## config.mk

```make
export PLATFORM = sky130hd
export DESIGN_NAME = bopit_move_to_ssd
export DESIGN_NICKNAME = d
export VERILOG_FILES = /design/src/rtl/bopit_move_to_ssd.sv
export SDC_FILE = /design/constraint.sdc
export NUM_CORES = 1
export LEC_CHECK = 0
export ABC_AREA = 1
export BUFFER_PORTS_ARGS = -buffer_cell sky130_fd_sc_hd__buf_2
export CAP_MARGIN = 20
export CORE_ASPECT_RATIO = 1.5
export CORE_MARGIN = 2
export CORE_UTILIZATION = 35
export CTS_CLUSTER_SIZE = 25
export DETAILED_ROUTE_END_ITERATION = 10
export GPL_ROUTABILITY_DRIVEN = 0
export PLACE_DENSITY_LB_ADDON = 0.08
export SYNTH_ARGS = -nofsm -noshare
export SYNTH_HDL_FRONTEND = slang
export SYNTH_SLANG_ARGS = --single-unit
```

## constraint.sdc

```tcl
create_clock -name clk -period 1.8 [get_ports clk]
set_input_delay 0.36 -clock clk [delete_from_list [all_inputs] [get_ports clk]]
set_output_delay 0.36 -clock clk [all_outputs]
set_load 0.01 [all_outputs]
```

## src/rtl/bopit_move_to_ssd.sv

```systemverilog
// rtl/bopit_move_to_ssd.sv - Bop-It move code (0..31) to four 7-segment glyph bytes
module bopit_move_to_ssd #(
    parameter bit BLANK_LEADING  = 1'b1,
    parameter bit SEG_ACTIVE_LOW = 1'b1
) (
    input  logic        clk,
    input  logic        rst_n,
    input  logic        start,
    input  logic [4:0]  move,
    output logic [31:0] ssd_digits,
    output logic        ready
);

    typedef enum logic [1:0] {
        IDLE = 2'd0,
        CONV = 2'd1,
        ENC  = 2'd2
    } state_t;

    // All-blank display word in the selected segment polarity.
    localparam logic [31:0] BLANK_WORD = SEG_ACTIVE_LOW ? 32'hFFFF_FFFF : 32'h0000_0000;

    state_t      state_q, state_d;
    logic [4:0]  rem_q, rem_d;
    logic [1:0]  tens_q, tens_d;
    logic [31:0] digits_q, digits_d;
    logic        ready_q, ready_d;

    // Active-low glyph {dp,g,f,e,d,c,b,a}; anything outside 0..9 shows blank.
    function automatic logic [7:0] glyph(input logic [3:0] d);
        logic [7:0] g;
        case (d)
            4'd0:    g = 8'hC0;
            4'd1:    g = 8'hF9;
            4'd2:    g = 8'hA4;
            4'd3:    g = 8'hB0;
            4'd4:    g = 8'h99;
            4'd5:    g = 8'h92;
            4'd6:    g = 8'h82;
            4'd7:    g = 8'hF8;
            4'd8:    g = 8'h80;
            4'd9:    g = 8'h90;
            default: g = 8'hFF;
        endcase
        return g;
    endfunction

    logic [7:0]  tens_glyph;
    logic [31:0] enc_word;

    // Assemble the display word from the finished quotient/remainder.
    always_comb begin
        tens_glyph = glyph({2'b00, tens_q});
        if (BLANK_LEADING && (tens_q == 2'd0)) begin
            tens_glyph = 8'hFF;
        end
        enc_word = {8'hFF, 8'hFF, tens_glyph, glyph(rem_q[3:0])};
        if (!SEG_ACTIVE_LOW) begin
            enc_word = ~enc_word;
        end
    end

    // Next-state logic: accept in IDLE, divide by repeated subtraction, publish in ENC.
    always_comb begin
        state_d  = state_q;
        rem_d    = rem_q;
        tens_d   = tens_q;
        digits_d = digits_q;
        ready_d  = ready_q;
        case (state_q)
            IDLE: begin
                if (start) begin
                    rem_d   = move;
                    tens_d  = 2'd0;
                    ready_d = 1'b0;
                    state_d = CONV;
                end
            end
            CONV: begin
                if (rem_q >= 5'd10) begin
                    rem_d  = rem_q - 5'd10;
                    tens_d = tens_q + 2'd1;
                end else begin
                    state_d = ENC;
                end
            end
            ENC: begin
                digits_d = enc_word;
                ready_d  = 1'b1;
                state_d  = IDLE;
            end
            default: begin
                state_d = IDLE;
                ready_d = 1'b1;
            end
        endcase
    end

    // State register; reset blanks the display and abandons any conversion.
    always_ff @(posedge clk or negedge rst_n) begin
        if (!rst_n) begin
            state_q  <= IDLE;
            rem_q    <= 5'd0;
            tens_q   <= 2'd0;
            digits_q <= BLANK_WORD;
            ready_q  <= 1'b1;
        end else begin
            state_q  <= state_d;
            rem_q    <= rem_d;
            tens_q   <= tens_d;
            digits_q <= digits_d;
            ready_q  <= ready_d;
        end
    end

    assign ssd_digits = digits_q;
    assign ready      = ready_q;

endmodule

```

After elaboration in Yosys (flattened, before gate mapping)
Memory sizes are Yosys's and may differ from the RTL's. A register that Yosys moved wholly into a read port is not among the register bits.
Index checks and enable logic that the tools add are counted.
W data, S select, Z words.
{ "word_totals": {"output_inout_bits": 33, "ff_bits": 26, "n_memories": 1, "rom_bits": 112} }
{ "mem_list": {"columns": ["name", "words", "width", "read_ports", "rd_ports_with_merged_regs", "write_ports", "line_no", "text"], "rows": [
  ["(no name shown)", 16, 7, 1, 1, 0, "32", "case (d)"]
]} }
{ "classes": {"addsub": 2, "muxes": 13, "bitwise_logic": 1, "reduce_logical": 7, "eq_ne": 8, "n_lt_le_gt_ge": 1} }
{ "op_table": {"columns": ["operator", "n"], "rows": [
  ["$pmux W8 S3", 1],
  ["$mux W5", 2],
  ["$pmux W5 S2", 1],
  ["$mux W2", 4],
  ["$mux W8", 1],
  ["$pmux W2 S2", 2],
  ["$eq A2 B2 Y1 const B", 3],
  ["$ne A2 B2 Y1 const B", 3],
  ["$ge A5 B4 Y1 const B", 1],
  ["$sub A5 B4 Y5 const B", 1],
  ["$eq A2 B1 Y1 const B", 2],
  ["$logic_not A2 Y1", 2],
  ["$reduce_and A2 Y1", 2],
  ["$reduce_and A3 Y1", 1],
  ["$add A2 B1 Y2 const B", 1],
  ["$pmux W1 S2", 1],
  ["$reduce_bool A2 Y1", 1],
  ["$logic_not A1 Y1", 1],
  ["$mux W1", 1],
  ["$not A1 Y1", 1]
]} }

Depth between registers and ports, before layout
Gate-level depths: netlist of the first run.
{ "logic_depth": {"word_depth": 3, "mapped_depth": 9, "ltp_nobuf": 9} }

Least setup slack after synthesis of the first run
No wires, ideal clock.
{ "synth_path": {"kind": "register -> register", "startpoint": "reg rem_q[2]", "endpoint": "reg rem_q[4]", "required_time_ns": 1.683, "path_buffers": 0, "stages_incl_launch_ff": 10, "path_slack_ns": 0.402, "setup_ns": 0.117, "t_arrival_ns": 1.281, "path_cell_list": "dfrtp_1 > inv_2 > ha_1 > clkinv_4 > nand2_2 > nand3_4 > nand2_8 > nand2_8 > nand2_2 > nand2_1"} }
{ "synth_via": {"elab_chain_cells": 3, "word_cells_on_any_way": 6} }
{ "synth_lines": {"columns": ["item", "line_no", "text"], "rows": [
  ["start, declared", "24", "logic [4:0] rem_q, rem_d;"],
  ["start signal, assigned", "109", "rem_q <= rem_d;"],
  ["$sub A5 B4 Y5 / $ge A5 B4 Y1 (equally long branches)", "81, 80", null],
  ["$mux W5 / $ne A2 B2 Y1 (equally long branches)", null, null],
  ["$pmux W5 S2 / $reduce_and A3 Y1 (equally long branches)", null, null]
]} }
Parallel ways exist; a longest one is shown, timed or not. The select of a mux whose other input is x is not followed.
A chain may end at the register's enable or synchronous reset.

Worst setup path in the final report of the first run
{ "layout_path": {"startpoint": "reg rem_q[2]", "endpoint": "reg rem_q[2]"} }
The elaborated chain is that of the path after synthesis.

==> metrics.txt, run 1 <==
type of the worst min-delay path=primary input to asynchronous set/reset pin; cells traversed along the worst timing path=inv_2 > ha_1 > clkinv_4 > nand2_2 > nand3_4 > nand2_8 > nand2_8 > nand2_1 > nand2_1; horizontal extent of the die=55.0 um; Initial DRC Count=17; post-synthesis cell type count=23; final critical delay including setup and external delays=1.56 ns; Top Family by Delay on Critical Path=simple AND/OR/NAND/NOR gates; Detail Placement HPWL=1980 um; Root Buffer Master=clkbuf_8; final critical-path share of the clock period=0.869; clock latency on the worst-skew pair=0.25 ns; maximum fanout along the worst path=9; final count of hold timing violations=0; critical-path cell with the highest stage delay=dfrtp_1; maximum clock frequency=639 MHz; n_diodes=0; Yosys warning count=0; post-synth design cell area=1370 um2; power per standard cell area=1800 nW/um2; area used by sequential logic in the layout=541 um2; number of fill cells=409; post-route standard cell area excluding fillers=1480 um2; count of max-cap constraint violations=0; post-synthesis adder-cell area fraction=0.0916; overall die area=4430 um2; setup repair after global routing missed its margin=false; area of combinational cells with multiple inputs=667 um2; global-route wire length before repair=3950 um; Routed WL per cell=11.3 um; area after detailed placement=1430 um2; cells after synthesis=157; # clock sinks=21; maximum cell stage delay along the critical path=0.47 ns; total number of placement rows=27; Critical Setup Path Class=flip-flop to flip-flop; total vias in the final route=975; area growth from synthesis to layout=7.97%; effective utilization at floorplan=0.368; number of buffers created by CTS=3; placeable core region=3720 um2; post-synthesis simple-gate area fraction=0.268; I/O pin cnt=41; run status=finished clean; worst voltage drop across the vdd grid=0.000806 V; postcts setup bufs=0; Leak Pwr=0.746 nW; xor and xnor fraction of the mapped netlist area=0; maximum root-to-sink buffer count=2; CTS clk-pin slew, worst paths=0.08 ns; maximum number of pins on one net before global-route repair=22; cell types with the largest area share after synthesis=dfstp_2 23%, dfrtp_1 16%, buf_4 12%, ha_1 9.2%, nand2_1 8.2%; CTS H-Tree Depth=1; number of port buffers=21; overall global routing resource usage=0.121; number of antenna violations at the first check in global routing=0; portion of the post-synthesis area used by sequential elements=0.396; Post-DRT Antenna Nets=0; capturing element type of the critical path=flip-flop; fraction of post-synthesis cell area in the top cell type by area=0.231; area leader, netlist=dfstp_2; portion of netlist area occupied by mux cells=0; Detailed Routing Iterations Pass 1=4; height of the chip=80.5 um; CP Data Required Time=1.95 ns; final total negative setup slack=0 ns; Worst Path Arrival=1.71 ns; Avg Cell Area, Syn=8.70 um2; max-slew violation count=0; final-stage net count=197; register bit count reported by yosys=21; post-CTS sizing=0; final core occ=0.397; share of post-route cells with drive strength above 1=0.320; Setup crit start kind=flip-flop; final worst clock skew=0.00260 ns; Final setup viols=0; Hold-fix buffers, CTS=0; CTS tree=done; total wirelength of the detailed-routed design=2490 um; number of global-route vias before repair=912; DRC violation count after routing=0; overall overflow remaining after global route=0; Avg Vias per Cell=4.41; combinational family with the most area after synthesis=simple AND/OR/NAND/NOR gates; complex-gate fraction of the synthesized area=0.0760; Buf/Inv on CP=2
==> stage by stage <==
step / power (W) / setup slack (ns) / cells / hold slack (ns)
floorplan: 0.00207 / 0.402 / 175 / 0.0644
global placement: 0.00237 / 0.294 / 217 / 0.342
detailed placement: 0.00238 / 0.247 / 217 / 0.344
CTS: 0.00270 / 0.238 / 221 / 0.0635
global route: 0.00293 / 0.118 / 221 / 0.0728
finish: 0.00265 / 0.236 / 221 / 0.0570
==> power breakdown <==
group / switching [W] / internal (W) / total (W)
clock network: 0.000148 / 0.000157 / 0.000305
registers: 0.000188 / 0.000784 / 0.000972
logic: 0.000857 / 0.000516 / 0.00137
total: 0.00119 / 0.00146 / 0.00265
==> kinds of logic after synthesis <==
family | after synthesis
simple gates | 70
buf+inv | 36
flops | 21
compound gates | 19
fa+ha+maj | 10
other cells | 1
==> registers in the layout, summed over array words and instances, names as in the netlist <==
register    flops
ready           1
state_q         2
ssd_digits     11
tens_q          2
rem_q           5
==> worst paths after layout <==
| check | start | endpoint | slack (ns) | cells after the start |
|---|---|---|---|---|
| max reg2reg | rem_q[2] | rem_q[2] | 0.24 | 9 |
| min reg2reg | ssd_digits[9] | ssd_digits[9] | 0.46 | 2 |
| min in group clk | move[0] | rem_q[0] | 0.32 | 3 |
| max in group asynchronous | rst_n | ssd_digits[12] | 1.38 | 1 |
| max | rem_q[2] | rem_q[2] | 0.24 | 9 |
| min | rst_n | rem_q[0] | 0.06 | 1 |
==> area by class of cell <==
class | instances | share of cell area
Timing Repair Buffer | 22 | 0.0763
Multi-Input combinational cell | 118 | 0.452
Inverter | 13 | 0.0382
Clock buffer | 4 | 0.0305
Tap cell | 43 | 0.0365
Sequential cell | 21 | 0.366
==> cells in the mapped netlist (all sizes together) <==
library cell	instances
nand2	39
buf	23
nand3	15
nor2	14
dfstp	12
inv	12
ha	10
a21oi	9
dfrtp	9
o21ai	8
o211ai	2
or2	2
clkinv	1
conb	1
==> layer usage <==
metal  routed length [um]  vias to the layer above  part of all wire  global-route usage
li1                     -                      498                 -                   -
met1                 1030                      453              0.41               0.139
met2                 1310                       20              0.52               0.198
met3                   90                        4             0.036              0.0223
met4                   63                        0             0.025              0.0732
met5                    0                        -                 0                   0
==> placed cells by master (no fill, tap or decap) <==
master / Yosys / routed
inv_4: 1 / 1
buf_4: 22 / 1
a21oi_1: 8 / 8
a21oi_2: 1 / 1
conb_1: 1 / 19
buf_2: 1 / 21
clkbuf_8: 0 / 3
o211ai_1: 2 / 2
inv_2: 6 / 6
clkinv_4: 1 / 1
nand2_8: 2 / 2
inv_1: 5 / 5
clkbuf_1: 0 / 1
nand3_1: 13 / 13
ha_1: 10 / 10
o21ai_0: 5 / 5
dfrtp_1: 9 / 9
o21ai_1: 3 / 3
nand2_1: 30 / 30
dfstp_2: 12 / 12
nand2_2: 6 / 6
nand2_4: 1 / 1
nand3_4: 2 / 2
or2_1: 2 / 2
nor2_1: 14 / 14
(Power assumes the default switching activity.)
==> run 2, diff against run 1 <==
BUFFER_PORTS_ARGS = -buffer_cell sky130_fd_sc_hd__buf_4   (was -buffer_cell sky130_fd_sc_hd__buf_2)
==> run 2 against run 1 <==
Effect of this change:
- first-iteration DRC count decreased by 12%
- cell count grew 0.45%
- power increased by 3.8%
- critical path depth unchanged
- via count decreased by 2.1%
- sequential cell count unchanged
- core utilization up 1.7 points
- setup slack improved by 0.017 ns
==> metrics.txt, run 2 (synthesis results as in run 1) <==
critical-path cell with the highest stage delay=dfrtp_1; Top Family by Delay on Critical Path=simple AND/OR/NAND/NOR gates; count of max-cap constraint violations=0; final total negative setup slack=0 ns; Avg Vias per Cell=4.30; final critical-path share of the clock period=0.859; final critical delay including setup and external delays=1.55 ns; Detailed Routing Iterations Pass 1=4; combinational share of power=0.530; post-route standard cell area excluding fillers=1540 um2; max-slew violation count=0; Final setup viols=0; Clock Power Share=0.115; highest routed metal layer=met4; cells traversed along the worst timing path=inv_1 > ha_1 > clkinv_4 > nand2_2 > nand3_4 > nand2_8 > nand2_8 > nand2_1 > nand2_1; DRC violation count after routing=0; number of port buffers=21; area of combinational cells with multiple inputs=667 um2; total wirelength of the detailed-routed design=2500 um; routed length on met3=88 um; type of the worst min-delay path=primary input to flip-flop; Psw=0.00121 W; WL met2=1340 um; CTS clk-pin slew, worst paths=0.08 ns; placeable core region=3720 um2; clock latency on the worst-skew pair=0.26 ns; max reg flops=11; overall global routing resource usage=0.129; total number of placement rows=27; overall die area=4430 um2; number of antenna violations at the first check in global routing=0; Buf/Inv on CP=2; horizontal extent of the die=55.0 um; most common cell after layout, fill and taps aside=nand2_1; maximum fanout along the worst path=7; number of buffers created by CTS=3; I/O pin cnt=41; area used by sequential logic in the layout=541 um2; total vias in the final route=955; Leak Pwr=0.769 nW; most frequent cells in the layout=30 x nand2_1, 22 x buf_4, 19 x conb_1; n_diodes=0; Initial DRC Count=15; Routed WL per cell=11.3 um; run status=finished clean; CP Data Required Time=1.96 ns; setup repair after global routing missed its margin=false; worst voltage drop across the vdd grid=0.000696 V; area growth from synthesis to layout=12.5%; final worst clock skew=0.00775 ns; Root Buffer Master=clkbuf_8; CTS tree=done; share of total power in sequential cells=0.355; Sw Ratio=0.439; number of fill cells=403; area after detailed placement=1480 um2; Critical Setup Path Class=flip-flop to flip-flop; Setup crit start kind=flip-flop; maximum cell stage delay along the critical path=0.44 ns; CTS H-Tree Depth=1; total instance count after detailed placement=217; Detail Placement HPWL=1970 um; global-route wire length before repair=4190 um; Worst Path Arrival=1.71 ns; final count of hold timing violations=0; maximum root-to-sink buffer count=2; share of post-route cells with drive strength above 1=0.318; height of the chip=80.5 um; effective utilization at floorplan=0.368; detailed-routing wirelength on met1=1030 um; Int Pwr=0.00154 W; final-stage net count=198; # clock sinks=21; Post-DRT Antenna Nets=0; capturing element type of the critical path=flip-flop; maximum number of pins on one net before global-route repair=22; final cell count without fillers=222; number of global-route vias before repair=904; overall overflow remaining after global route=0; maximum clock frequency=647 MHz; power per standard cell area=1790 nW/um2
## run 2: cell types whose count changed in the layout (fill, tap and decap cells not counted), sizes merged
cell	before	now
dlygate4sd3	0	1
## run 2: layout make-up
cell class,count,area share
Clock buffer,4,0.0293
Inverter,13,0.0366
Multi-Input combinational cell,118,0.434
Sequential cell,21,0.352
Tap cell,43,0.0350
Timing Repair Buffer,23,0.114
## run 2: metal layers
metal	track usage	up-vias
li1	-	501
met1	0.161	432
met5	0	-
met4	0.0585	0
met2	0.212	17
met3	0.0167	5
## run 2: timing repair
| item | CTS | global route |
|---|---|---|
| gates resized for setup | 0 | 0 |
| buffers inserted | 0 | 0 |
| hold buffers | 1 | 0 |
| endpoints found under the hold margin | 9 | 0 |
## run 2: per-stage QoR
step	hold WS, ns	utilization	worst slack, ns	power (W)
2_1_floorplan	0.0644	-	0.402	0.00207
3_3_place_gp	0.259	0.399	0.299	0.00246
3_5_place_dp	0.264	0.399	0.266	0.00246
4_1_cts	0.302	0.414	0.242	0.00280
5_1_grt	0.352	0.414	0.103	0.00304
6_report	0.306	0.414	0.253	0.00275
## run 2: power groups by stage
stage / registers (W) / logic [W] / clock network, W
finish: 0.000976 / 0.00146 / 0.000316
global route: 0.00102 / 0.00167 / 0.000355
CTS: 0.000981 / 0.00148 / 0.000332
detailed placement: 0.000988 / 0.00147 / 0
global placement: 0.000981 / 0.00148 / 0
floorplan: 0.00100 / 0.00107 / 0
## run 2: worst register-to-register path: cells and delay by family, from the launching register on
kind	cells	cell delay, ns
adders and majority gates	1	0.26
DFF	1	0.44
buffers and inverters	2	0.25
and+or+nand+nor	6	0.49
## run 2: final timing paths
| kind | start | end | slack, ns | cells after the start |
|---|---|---|---|---|
| hold reg to reg | ssd_digits[9] | ssd_digits[9] | 0.46 | 2 |
| hold / removal | move[0] | rem_q[0] | 0.31 | 3 |
| max in group asynchronous | rst_n | ssd_digits[12] | 1.01 | 2 |
| setup reg to reg | rem_q[1] | rem_q[2] | 0.25 | 9 |
| min in group asynchronous | rst_n | rem_q[0] | 0.51 | 2 |
| setup / recovery | rem_q[1] | rem_q[2] | 0.25 | 9 |
